===== src/rtl/imem_load_arbiter_pkg.sv =====
// ---------------------------------------------------------------------------
// imem_load_arbiter_pkg : shared processor definitions for the IMEM loader
// Revision: 1.0
// ---------------------------------------------------------------------------
`default_nettype none
`ifndef IMEM_LOAD_ARBITER_PKG_SV
`define IMEM_LOAD_ARBITER_PKG_SV

package imem_load_arbiter_pkg;

  typedef enum logic [1:0] {
    ST_IDLE  = 2'd0,
    ST_LOAD  = 2'd1,
    ST_FLUSH = 2'd2,
    ST_RUN   = 2'd3
  } state_t;

  localparam logic [31:0] c_END_MARKER           = 32'hFFFF_FFFF;
  localparam int          c_LOAD_TIMEOUT_DEFAULT = 50000;

endpackage

`endif
`default_nettype wire


===== src/rtl/imem_load_arbiter_byte_word_packer.sv =====
// ---------------------------------------------------------------------------
// imem_load_arbiter_byte_word_packer : little-endian byte-to-word assembler
// Revision: 1.0
// ---------------------------------------------------------------------------
`default_nettype none

module imem_load_arbiter_byte_word_packer (
  input  logic        clock,
  input  logic        reset_n,
  input  logic        clear,
  input  logic        byte_valid,
  input  logic [7:0]  byte_data,
  output logic [31:0] word,
  output logic [1:0]  byte_idx,
  output logic        word_ready
);

  logic [31:0] r_word;
  logic [1:0]  r_idx;
  logic        r_ready;

  // Right shift: after four bytes the first one lands in bits 7:0.
  always_ff @(posedge clock or negedge reset_n) begin
    if (!reset_n) begin
      r_word  <= 32'd0;
      r_idx   <= 2'd0;
      r_ready <= 1'b0;
    end else if (clear) begin
      r_word  <= 32'd0;
      r_idx   <= 2'd0;
      r_ready <= 1'b0;
    end else begin
      r_ready <= byte_valid && (r_idx == 2'd3);
      if (byte_valid) begin
        r_word <= {byte_data, r_word[31:8]};
        r_idx  <= r_idx + 2'd1;
      end
    end
  end

  assign word       = r_word;
  assign byte_idx   = r_idx;
  assign word_ready = r_ready;

endmodule

`default_nettype wire


===== src/rtl/imem_load_arbiter.sv =====
// ---------------------------------------------------------------------------
// imem_load_arbiter : UART program loader sharing the instruction memory port
// Revision: 1.0
// ---------------------------------------------------------------------------
`default_nettype none

module imem_load_arbiter
  import imem_load_arbiter_pkg::*;
#(
  parameter int ADDR_W       = 8,
  parameter int LOAD_TIMEOUT = c_LOAD_TIMEOUT_DEFAULT
) (
  input  logic              clock,
  input  logic              reset_n,
  input  logic              load_start,
  input  logic              uart_valid,
  input  logic [7:0]        uart_data,
  input  logic              hazard_bolha,
  input  logic [31:0]       fetch_pc,
  output logic [ADDR_W-1:0] imem_addr,
  output logic [31:0]       imem_wdata,
  output logic              imem_we,
  output logic              bolha,
  output logic              pc_reset,
  output logic              loading,
  output logic [ADDR_W:0]   word_count,
  output logic              load_error
);

  localparam int                c_TMO_W    = $clog2(LOAD_TIMEOUT + 1);
  localparam logic [c_TMO_W-1:0] c_TMO_LAST = c_TMO_W'(LOAD_TIMEOUT - 1);
  localparam logic [c_TMO_W-1:0] c_TMO_ONE  = c_TMO_W'(1);
  localparam logic [ADDR_W-1:0]  c_PTR_ONE  = ADDR_W'(1);
  localparam logic [ADDR_W:0]    c_CNT_ONE  = (ADDR_W + 1)'(1);

  state_t              r_state;
  logic [ADDR_W-1:0]   r_wptr;
  logic [ADDR_W:0]     r_count;
  logic                r_error;
  logic [c_TMO_W-1:0]  r_tmo;

  logic [31:0] w_word;
  logic [1:0]  w_idx;
  logic        w_ready;
  logic        w_in_load;
  logic        w_word_done;
  logic        w_marker;
  logic        w_write;
  logic        w_full;
  logic        w_tmo_hit;
  logic        w_unused_pc;

  assign w_in_load   = (r_state == ST_LOAD);
  assign w_word_done = w_in_load && w_ready;
  assign w_marker    = (w_word == c_END_MARKER);
  assign w_write     = w_word_done && !w_marker;
  assign w_full      = (r_wptr == {ADDR_W{1'b1}});
  // An arriving byte always beats the timeout in the same cycle.
  assign w_tmo_hit   = w_in_load && !uart_valid && (r_tmo == c_TMO_LAST);

  imem_load_arbiter_byte_word_packer u_packer (
    .clock      (clock),
    .reset_n    (reset_n),
    .clear      (!w_in_load),
    .byte_valid (w_in_load && uart_valid),
    .byte_data  (uart_data),
    .word       (w_word),
    .byte_idx   (w_idx),
    .word_ready (w_ready)
  );

  always_ff @(posedge clock or negedge reset_n) begin
    if (!reset_n) begin
      r_state <= ST_IDLE;
      r_wptr  <= '0;
      r_count <= '0;
      r_error <= 1'b0;
      r_tmo   <= '0;
    end else begin
      case (r_state)
        ST_IDLE, ST_RUN: begin
          r_tmo <= '0;
          if (load_start) begin
            r_state <= ST_LOAD;
            r_wptr  <= '0;
            r_count <= '0;
            r_error <= 1'b0;
          end
        end
        ST_LOAD: begin
          r_tmo <= uart_valid ? '0 : r_tmo + c_TMO_ONE;
          if (w_word_done) begin
            if (w_marker) begin
              r_state <= ST_FLUSH;
            end else begin
              r_wptr  <= r_wptr + c_PTR_ONE;
              r_count <= r_count + c_CNT_ONE;
              if (w_full) r_state <= ST_FLUSH;
            end
          end else if (w_tmo_hit) begin
            if (w_idx != 2'd0) begin
              r_error <= 1'b1;
              r_state <= ST_IDLE;
            end else if (r_count != '0) begin
              r_state <= ST_FLUSH;
            end else begin
              r_state <= ST_IDLE;
            end
          end
        end
        ST_FLUSH: begin
          r_tmo   <= '0;
          r_state <= ST_RUN;
        end
        default: r_state <= ST_IDLE;
      endcase
    end
  end

  assign w_unused_pc = ^{fetch_pc[31:ADDR_W+2], fetch_pc[1:0]};

  assign imem_addr  = (r_state == ST_RUN) ? fetch_pc[ADDR_W+1:2] : r_wptr;
  assign imem_wdata = w_word;
  assign imem_we    = w_write;
  assign bolha      = (r_state == ST_RUN) ? hazard_bolha : 1'b1;
  assign pc_reset   = (r_state == ST_FLUSH);
  assign loading    = w_in_load;
  assign word_count = r_count;
  assign load_error = r_error;

endmodule

`default_nettype wire


===== config.mk =====
export PLATFORM = sky130hd
export DESIGN_NAME = imem_load_arbiter
export DESIGN_NICKNAME = d
export VERILOG_FILES = /design/src/rtl/imem_load_arbiter_pkg.sv /design/src/rtl/imem_load_arbiter_byte_word_packer.sv /design/src/rtl/imem_load_arbiter.sv
export SDC_FILE = /design/constraint.sdc
export NUM_CORES = 1
export LEC_CHECK = 0
export ABC_AREA = 1
export BUFFER_PORTS_ARGS = -buffer_cell sky130_fd_sc_hd__buf_2
export CAP_MARGIN = 20
export CORE_ASPECT_RATIO = 2
export CORE_MARGIN = 2
export CORE_UTILIZATION = 35
export DETAILED_ROUTE_END_ITERATION = 7
export PLACE_DENSITY_LB_ADDON = 0.25
export SLEW_MARGIN = 20
export SYNTH_ARGS = -nofsm -noshare
export SYNTH_HDL_FRONTEND = slang
export SYNTH_SLANG_ARGS = --single-unit

===== constraint.sdc =====
create_clock -name clock -period 2.8 [get_ports clock]
set_input_delay 0.14 -clock clock [delete_from_list [all_inputs] [get_ports clock]]
set_output_delay 0.14 -clock clock [all_outputs]
set_load 0.02 [all_outputs]

==> flow_metrics.py, run 1 <==
metrics = {
    "clock_network": {
        "numCtsBuffers": 9,
        "clockRootBuffer": "clkbuf_16",
        "cts_setup_buffers": 0,
        "clock_sinks": 71,
        "ctsHoldBuffers": 1,
        "clockBufferDepth": 2,
        "clk_pin_slew_ns": 0.06,
        "cts-resized-gates": 0,
        "cts_tree": "done",
        "clk_latency_ns": 0.34,
        "h-tree-depth": 3,
    },
    "status": {
        "status": "completed",
    },
    "sta": {
        "fin_crit_sh_pct": 74.1,
        "tns_ns": 0,
        "maxSlewHeadroom_pct": 44.2,
        "finalHoldViolCount": 0,
        "worst_pin_slew_ns": 0.837,
        "slew_viol_final": 0,
        "setup_viol_count_final": 0,
        "skew_ns": 0.00789,
        "fmax_mhz": 482,
        "min_period_ns": 2.07,
        "grt_setup_unrepaired": "no",
    },
    "routing": {
        "drtAntennaViolNets": 0,
        "drt_first_pass_iters": 4,
        "wl_per_cell_um": 13.7,
        "drtIter0Drc": 116,
        "vias": 3361,
        "wirelength_um": 9460,
        "drc": 0,
        "via_per_inst": 4.86,
    },
    "logic_synthesis": {
        "synthMuxAreaShare_pct": 0.589,
        "async_flop_share_pct": 100,
        "synth_top_family_by_area": "simple AND/OR/NAND/NOR gates",
        "yosys_warnings": 0,
        "synth_compound_area_share_pct": 10.4,
        "synth_cell_types": 31,
        "synth_fa_ha_area_share_pct": 3.27,
        "synth-seq-cells": 71,
        "synth_edf_count": 0,
        "yosysMostFrequentCell": "nand2_1",
        "synth_seq_area_share_pct": 46.4,
        "synthTopCellsByCount": "103 x nand2_1, 71 x dfrtp_1, 64 x inv_1",
        "syn_area_sq_um": 3830,
        "synthSimpleGateAreaFrac_pct": 27.9,
        "yosys-top-cells-area": "dfrtp_1 46%, nand2_1 10%, inv_1 6.3%",
        "synthCells": 471,
        "synth-main-ff-cell": "dfrtp_1",
        "synth_top_area_share_pct": 46.4,
        "synth_xor_area_share_pct": 2.29,
        "syn_nets": 526,
        "synth_top_cell_by_area": "dfrtp_1",
        "synth.avg_cell_area_sq_um": 8.12,
    },
    "pwr": {
        "vdd_drop_max_uv": 459,
        "power_frac_seq_pct": 35.7,
        "intPower_w": 0.00219,
        "p_sw_w": 0.00140,
        "switching_share_pct": 38.9,
        "pwr_density_cell_nw_per_um2": 772,
        "p_leak_nw": 2.20,
        "combPwrFrac_pct": 32.5,
        "p_clk_share_pct": 31.8,
        "finalPower_w": 0.00359,
    },
    "critical_path": {
        "critPathBufInv": 2,
        "cp_num_cells": 9,
        "worstPathArrival_ns": 2.29,
        "worstPathCellList": "inv_1 -> ha_1 -> buf_4 -> o21ai_0 -> nor2_1 -> nand2_2 -> nand2_4 -> nand2_1 -> o21ai_2",
        "cpPeakStageDelay_ns": 0.39,
        "worst_path_max_delay_cell": "dfrtp_1",
        "cpLargestDelayFamily": "simple AND/OR/NAND/NOR gates",
        "critical_path.max_fanout": 24,
        "critPathLaunchType": "flop",
        "ff2ff_path_depth": 9,
        "crit_type": "flop to flop",
        "crit_path_end_kind": "flop",
        "cp.required_ns": 3.01,
    },
    "global_routing": {
        "grt_use_total_pct": 16.9,
        "antenna_found_initial": 0,
        "globalRouteOverflowTotal": 0,
        "grt_max_degree": 38,
        "grt_pass1_wl_um": 15900,
        "grt_pass1_vias": 3432,
    },
    "layout": {
        "diodes": 0,
        "area_delta_synth_final_pct": 21.5,
        "drive_gt1_share_pct": 25.4,
        "layout.nets": 602,
    },
    "floorplanning": {
        "rows": 54,
        "dieArea_sq_um": 11800,
        "initial_utilization_pct": 35.4,
        "coreArea_sq_um": 10800,
        "die-height_um": 152,
        "die_w_um": 77.9,
        "ios": 99,
    },
    "place": {
        "dp_hpwl_um": 7090,
        "gp_congestion": 0.815,
        "place.port_buffers": 74,
    },
    "worst_hold_path": {
        "min_path_cells": 3,
        "holdCritPathClass": "input port to flop",
    },
    "run": {
        "cap_viol_max_count": 0,
    },
}
## cell families (layout without fill, tap and decap cells)
family | Yosys count | count (layout)
multiplexers | 2 | 2
flip-flops | 71 | 71
XOR/XNOR | 10 | 10
AND/OR/NAND/NOR | 225 | 225
adder cells (fa/ha/maj) | 10 | 10
AO/OA/AOI/OAI | 68 | 68
buffers and inverters | 85 | 166
## path summary, 6_finish.rpt
path / start / to / slack [ns]
max: r_state[1] / word_count[4] / 0.73
min: uart_data[1] / u_packer.word[25] / 0.05
max reg2reg: r_state[1] / word_count[4] / 0.73
min reg2reg: r_tmo[0] / r_tmo[0] / 0.48
max in group asynchronous: reset_n / r_tmo[4] / 1.66
min in group asynchronous: reset_n / u_packer.word[30] / 0.45
## cell usage in the layout, fill, tap and decap left out, types with 2 or more instances in the layout
cell type | netlist | final
nor3_1 | 9 | 9
o21ai_0 | 31 | 31
nor2_2 | 4 | 4
nor3_2 | 2 | 2
nand2_2 | 9 | 9
nand3_2 | 10 | 10
ha_1 | 10 | 10
nor3b_1 | 2 | 2
xor2_1 | 10 | 10
buf_2 | 9 | 74
inv_2 | 5 | 5
nand4_1 | 2 | 2
nor2_4 | 3 | 3
a21oi_1 | 10 | 10
clkbuf_16 | 0 | 9
o22ai_1 | 16 | 16
o21ai_2 | 7 | 7
inv_1 | 64 | 64
a21boi_1 | 2 | 2
nand3_1 | 38 | 38
nand2_1 | 103 | 103
nor2_1 | 40 | 40
buf_4 | 1 | 5
mux2_2 | 2 | 2
dfrtp_1 | 71 | 71
clkinvlp_4 | 0 | 4
## worst reg2reg max path, cell delays in order (launching register included)
cell,delay (ns)
dfrtp_1,0.39
inv_1,0.08
ha_1,0.22
buf_4,0.21
o21ai_0,0.26
nor2_1,0.08
nand2_2,0.22
nand2_4,0.28
nand2_1,0.16
o21ai_2,0.06
## registers in the layout, summed over array words and instances, names as in the netlist
signal               count
u_packer.word           32
word_count               9
r_tmo                   16
r_wptr                   8
u_packer.word_ready      1
u_packer.byte_idx        2
load_error               1
r_state                  2
## power by group through the flow
| stage | combinational (W) | sequential, W | clock, W |
|---|---|---|---|
| final | 0.00117 | 0.00128 | 0.00114 |
| after global routing | 0.00130 | 0.00130 | 0.00121 |
| after CTS | 0.00119 | 0.00128 | 0.00118 |
| after detailed placement | 0.00118 | 0.00130 | 0 |
| after global placement | 0.00116 | 0.00129 | 0 |
| after floorplan | 0.000746 | 0.00137 | 0 |
## final cells by class
cell class	count	area, sq um
Fill cell	1139	6160
Sequential cell	71	1780
Multi-Input combinational cell	315	1700
Timing Repair Buffer	81	438
Inverter	69	259
Clock buffer	10	229
Tap cell	140	175
Clock inverter	6	68.8
## per-layer routing
layer  share of wire [%]  vias up  global-route usage (%)
li1                    -     1654                       -
met1                  39     1589                    18.1
met2                  55      102                    31.4
met3                 4.2       16                    3.09
met4                 2.3        0                    7.52
met5                   0        -                       0
## metrics by stage
step / utilization [%] / hold slack [ns] / setup slack, ns / cell area, sq um / std cells
2_1_floorplan: - / -0.156 / 1.20 / 3830 / 471
3_3_place_gp: 40.1 / 0.293 / 0.808 / 4340 / 675
3_5_place_dp: 40.1 / 0.293 / 0.763 / 4340 / 675
4_1_cts: 43.0 / 0.0303 / 0.730 / 4650 / 692
5_1_grt: 43.0 / 0.0574 / 0.560 / 4650 / 692
6_report: 43.0 / 0.0465 / 0.727 / 4650 / 692
Power figures use the tool's default switching activity.
==> run 2: changes to the inputs <==
Clock period 2.8 ns to 2.1 ns, I/O delays scaled along.
==> run 2 against run 1 <==
Clock skew is 0.0031 ns lower; sequential share of layout area is 0.58 points lower; cell count is 0.87% higher.
==> flow_metrics.py, run 2 (same netlist as run 1, synthesis figures left out) <==
metrics = {
    "critical_path": {
        "crit_type": "flop to output port",
        "worstPathCellList": "ha_1 -> mux2_2 -> buf_2",
        "critical_path.max_fanout": 15,
        "cp.required_ns": 2.00,
        "critPathBufInv": 1,
        "worst_path_max_delay_cell": "ha_1",
        "worstPathArrival_ns": 1.77,
        "critPathLaunchType": "flop",
        "reg2reg_from": "r_state[0]",
        "crit_start": "r_state[0]",
        "cpLargestDelayFamily": "adder cells",
        "cpPeakStageDelay_ns": 0.48,
        "crit_path_end_kind": "output port",
    },
    "layout": {
        "final_common_cell": "nand2_1",
        "fill_cells": 1105,
        "layout.nets": 608,
        "diodes": 0,
        "largest_reg_flops": 32,
        "final_cell_mix": "103 x nand2_1, 74 x buf_2, 71 x dfrtp_1",
        "seqCellArea_sq_um": 1780,
        "drive_gt1_share_pct": 26.0,
        "multi_input_area_sq_um": 1700,
        "area_delta_synth_final_pct": 23.3,
    },
    "worst_hold_path": {
        "holdCritPathClass": "input port to flop",
        "worst_hold_startpoint": "uart_data[4]",
    },
    "clock_network": {
        "numCtsBuffers": 9,
        "clockBufferDepth": 2,
        "clk_pin_slew_ns": 0.06,
        "clock_sinks": 71,
        "h-tree-depth": 3,
        "clk_latency_ns": 0.34,
        "clockRootBuffer": "clkbuf_16",
        "cts_tree": "done",
    },
    "place": {
        "dp_hpwl_um": 7310,
        "place.port_buffers": 74,
        "gp_congestion": 0.780,
    },
    "pwr": {
        "p_leak_nw": 2.25,
        "vdd_drop_max_uv": 657,
        "finalPower_w": 0.00498,
        "pwr_density_cell_nw_per_um2": 1060,
    },
    "floorplanning": {
        "coreArea_sq_um": 10800,
        "die_w_um": 77.9,
        "rows": 54,
        "initial_utilization_pct": 35.4,
        "dieArea_sq_um": 11800,
        "die-height_um": 152,
        "ios": 99,
    },
    "routing": {
        "drt_first_pass_iters": 4,
        "wl_per_cell_um": 14.1,
        "drtAntennaViolNets": 0,
        "via_per_inst": 4.85,
        "drtIter0Drc": 106,
        "wirelength_um": 9820,
        "drc": 0,
        "vias": 3385,
    },
    "status": {
        "status": "completed",
    },
    "global_routing": {
        "grt_pass1_vias": 3434,
        "grt_use_total_pct": 17.9,
        "globalRouteOverflowTotal": 0,
        "grt_max_degree": 46,
        "grt_pass1_wl_um": 16500,
        "antenna_found_initial": 0,
    },
    "sta": {
        "tns_ns": 0,
        "slew_viol_final": 0,
        "fmax_mhz": 532,
        "skew_ns": 0.00484,
        "grt_setup_unrepaired": "no",
        "fin_crit_sh_pct": 89.5,
        "finalHoldViolCount": 0,
        "maxSlewHeadroom_pct": 60.5,
        "setup_viol_count_final": 0,
        "worst_pin_slew_ns": 0.593,
        "min_period_ns": 1.88,
    },
    "run": {
        "cap_viol_max_count": 0,
    },
}
[run 2: changes by cell type in the layout (fill, tap and decap cells not counted), sizes merged]
cell,delta
dlygate4sd3,+1
clkinvlp,-2
clkinv,+1
bufinv,+1
buf,+5
[run 2: where the power goes]
group | internal, W | total [W] | switching [W]
Combinational | 0.000499 | 0.00162 | 0.00112
Sequential | 0.00154 | 0.00171 | 0.000170
Clock | 0.00105 | 0.00166 | 0.000611
Total | 0.00308 | 0.00498 | 0.00190
[run 2: tightest hold or removal path, stage by stage]
cell and delay (ns):
buf_2 0.08, nand3_1 0.06, o21ai_0 0.07
[run 2: what timing repair did]
action,in CTS,in global routing
buffers inserted,0,0
hold buffers,2,0
endpoints found under the hold margin,27,0
resized for setup,0,0
[run 2: layer usage]
layer	wire length, um	vias up	track usage (%)
met5	0	-	0
met4	293	0	8.27
met3	385	21	3.09
met2	5390	94	32.6
met1	3740	1600	19.7
li1	-	1670	-
[run 2: final timing paths]
path	slack [ns]	to	depth (start not counted)
worst max-delay path	0.22	imem_addr[2]	3
worst min-delay path	0.006	u_packer.word[28]	3
worst max register to register	0.22	word_count[2]	9
worst min register to register	0.50	r_tmo[0]	1
max in group asynchronous	1.16	u_packer.word[0]	3
min in group asynchronous	0.13	u_packer.word[22]	2
[run 2: layout make-up]
| type | instances | share of cell area, % |
|---|---|---|
| Sequential cell | 71 | 37.7 |
| Multi-Input combinational cell | 315 | 36.0 |
| Timing Repair Buffer | 87 | 10.3 |
| Inverter | 69 | 5.49 |
| Clock buffer | 10 | 4.85 |
| Tap cell | 140 | 3.71 |
| Clock inverter | 6 | 1.96 |
[run 2: per-stage QoR]
stage,cells,utilization [%],worst slack [ns],hold WS [ns],area [sq um]
2_1_floorplan,471,-,0.497,-0.191,3830
3_3_place_gp,680,40.5,0.307,-0.0515,4380
3_5_place_dp,680,40.5,0.231,-0.0541,4380
4_1_cts,698,43.6,0.206,0.00205,4720
5_1_grt,698,43.6,0.0722,0.0148,4720
6_report,698,43.6,0.220,0.00611,4720
==> run 3: changes to the inputs <==
Settings changed: BUFFER_PORTS_ARGS -buffer_cell sky130_fd_sc_hd__buf_2 to -buffer_cell sky130_fd_sc_hd__clkbuf_2.
==> run 3 against run 2 <==
Sequential power about the same; power decreased by 0.64%; sequential share of layout area decreased by 0.10 points; count of clock-buffer cells in the layout increased by 1; critical path type unchanged.
==> flow_metrics.py, run 3 (same netlist as run 1, synthesis figures left out) <==
metrics = {
    "status": {
        "status": "completed",
    },
    "clock_network": {
        "h-tree-depth": 3,
        "cts-resized-gates": 0,
        "clockBufferDepth": 2,
        "clock_sinks": 71,
        "clk_latency_ns": 0.33,
        "clk_pin_slew_ns": 0.06,
        "clockRootBuffer": "clkbuf_16",
        "cts_tree": "done",
        "numCtsBuffers": 9,
    },
    "sta": {
        "maxSlewHeadroom_pct": 57.7,
        "tns_ns": 0,
        "skew_ns": 0.00666,
        "grt_setup_unrepaired": "no",
        "finalHoldViolCount": 0,
        "fmax_mhz": 533,
        "slew_viol_final": 0,
        "setup_viol_count_final": 0,
        "fin_crit_sh_pct": 89.4,
        "worst_pin_slew_ns": 0.635,
        "min_period_ns": 1.88,
    },
    "layout": {
        "seqCellArea_sq_um": 1780,
        "area_delta_synth_final_pct": 23.6,
        "largest_reg_flops": 32,
        "utilization_pct": 43.8,
        "diodes": 0,
        "final_common_cell": "nand2_1",
        "drive_gt1_share_pct": 26.2,
        "fill_cells": 1098,
        "multi_input_area_sq_um": 1700,
        "layout.nets": 608,
        "final_cell_mix": "103 x nand2_1, 73 x clkbuf_2, 71 x dfrtp_1",
    },
    "critical_path": {
        "critical_path.max_fanout": 15,
        "reg2reg_to": "word_count[2]",
        "crit_type": "flop to output port",
        "reg2reg_from": "r_state[0]",
        "worstPathArrival_ns": 1.77,
        "critPathLaunchType": "flop",
        "cp.required_ns": 2.00,
        "r2r_slack_ns": 0.25,
        "crit_path_end_kind": "output port",
        "ff2ff_path_depth": 9,
    },
    "worst_hold_path": {
        "hold-path-endpoint": "u_packer.word[26]",
        "min_path_cells": 3,
        "holdCritPathClass": "input port to flop",
        "worst_hold_startpoint": "uart_data[2]",
    },
    "routing": {
        "wirelength_um": 9520,
        "drtIter0Drc": 126,
        "vias": 3326,
        "via_per_inst": 4.77,
        "drt_first_pass_iters": 4,
        "wl_per_cell_um": 13.6,
        "drc": 0,
        "drtAntennaViolNets": 0,
    },
    "floorplanning": {
        "rows": 54,
        "coreArea_sq_um": 10800,
        "ios": 99,
        "die_w_um": 77.9,
        "dieArea_sq_um": 11800,
        "die-height_um": 152,
        "initial_utilization_pct": 35.4,
    },
    "pwr": {
        "vdd_drop_max_uv": 565,
        "pwr_density_cell_nw_per_um2": 1050,
        "finalPower_w": 0.00495,
        "p_leak_nw": 2.22,
    },
    "global_routing": {
        "grt_pass1_wl_um": 16400,
        "globalRouteOverflowTotal": 0,
        "grt_pass1_vias": 3520,
        "grt_max_degree": 32,
        "antenna_found_initial": 0,
        "grt_use_total_pct": 17.5,
    },
    "place": {
        "dp_hpwl_um": 7280,
        "place.port_buffers": 74,
        "gp_congestion": 0.783,
    },
    "run": {
        "cap_viol_max_count": 0,
    },
}
run 3: cell count changes in the layout (fill, tap and decap cells not counted):
cell,previous run,this run
buf_12,1,2
buf_2,74,1
clkbuf_2,0,73
clkbuf_8,0,1
clkinv_2,0,1
clkinvlp_4,2,1
dlygate4sd3_1,2,1
inv_6,1,0
run 3: critical path, cell delays in order (launching register included):
cell and delay (ns):
dfrtp_1 0.42, ha_1 0.48, mux2_2 0.39, clkbuf_2 0.15
run 3: area by class of cell:
class	instances	area share, %
clock buffers	11	5.13
repair buffers	87	10.5
multi-input cells	315	35.9
flip-flops and latches	71	37.6
inverters	69	5.47
clock inverters	5	1.72
well taps	140	3.70
run 3: through the flow:
step                worst slack, ns  area (sq um)  hold WS [ns]  instances
CTS                           0.209          4730       0.00126        698
detailed placement            0.261          4400         0.170        681
global placement              0.304          4400         0.152        681
floorplan                     0.497          3830        -0.191        471
global route                 0.0242          4730        0.0326        698
finish                        0.222          4730       0.00946        698
run 3: layer usage:
| layer | GRT usage, % | vias to the layer above | part of all wire (%) |
|---|---|---|---|
| li1 | - | 1678 | - |
| met1 | 18.5 | 1532 | 38 |
| met2 | 31.9 | 98 | 55 |
| met3 | 3.80 | 18 | 4.5 |
| met4 | 8.27 | 0 | 2.6 |
| met5 | 0 | - | 0 |
run 3: power breakdown:
| part | internal, W | switching (W) | total [W] | leakage (nW) |
|---|---|---|---|---|
| clock network | 0.00107 | 0.000573 | 0.00165 | 0.156 |
| logic | 0.000497 | 0.00110 | 0.00159 | 1.09 |
| registers | 0.00154 | 0.000170 | 0.00171 | 0.979 |
run 3: worst max path at each step:
stage	slack, ns	end	start	cells past startpoint
floorplan	0.50	r_state[0]	r_state[1]	11
CTS	0.21	imem_addr[2]	r_state[0]	3
global placement	0.30	word_count[3]	r_state[0]	9
detailed placement	0.26	word_count[2]	r_state[0]	9
finish	0.22	imem_addr[2]	r_state[0]	3
global route	0.02	r_state[0]	r_state[1]	11
run 3: what timing repair did:
| item | CTS | global route |
|---|---|---|
| setup endpoints to repair | 0 | 0 |
| buffers inserted | 0 | 0 |
| hold buffers | 1 | 0 |
| endpoints found under the hold margin | 24 | 0 |
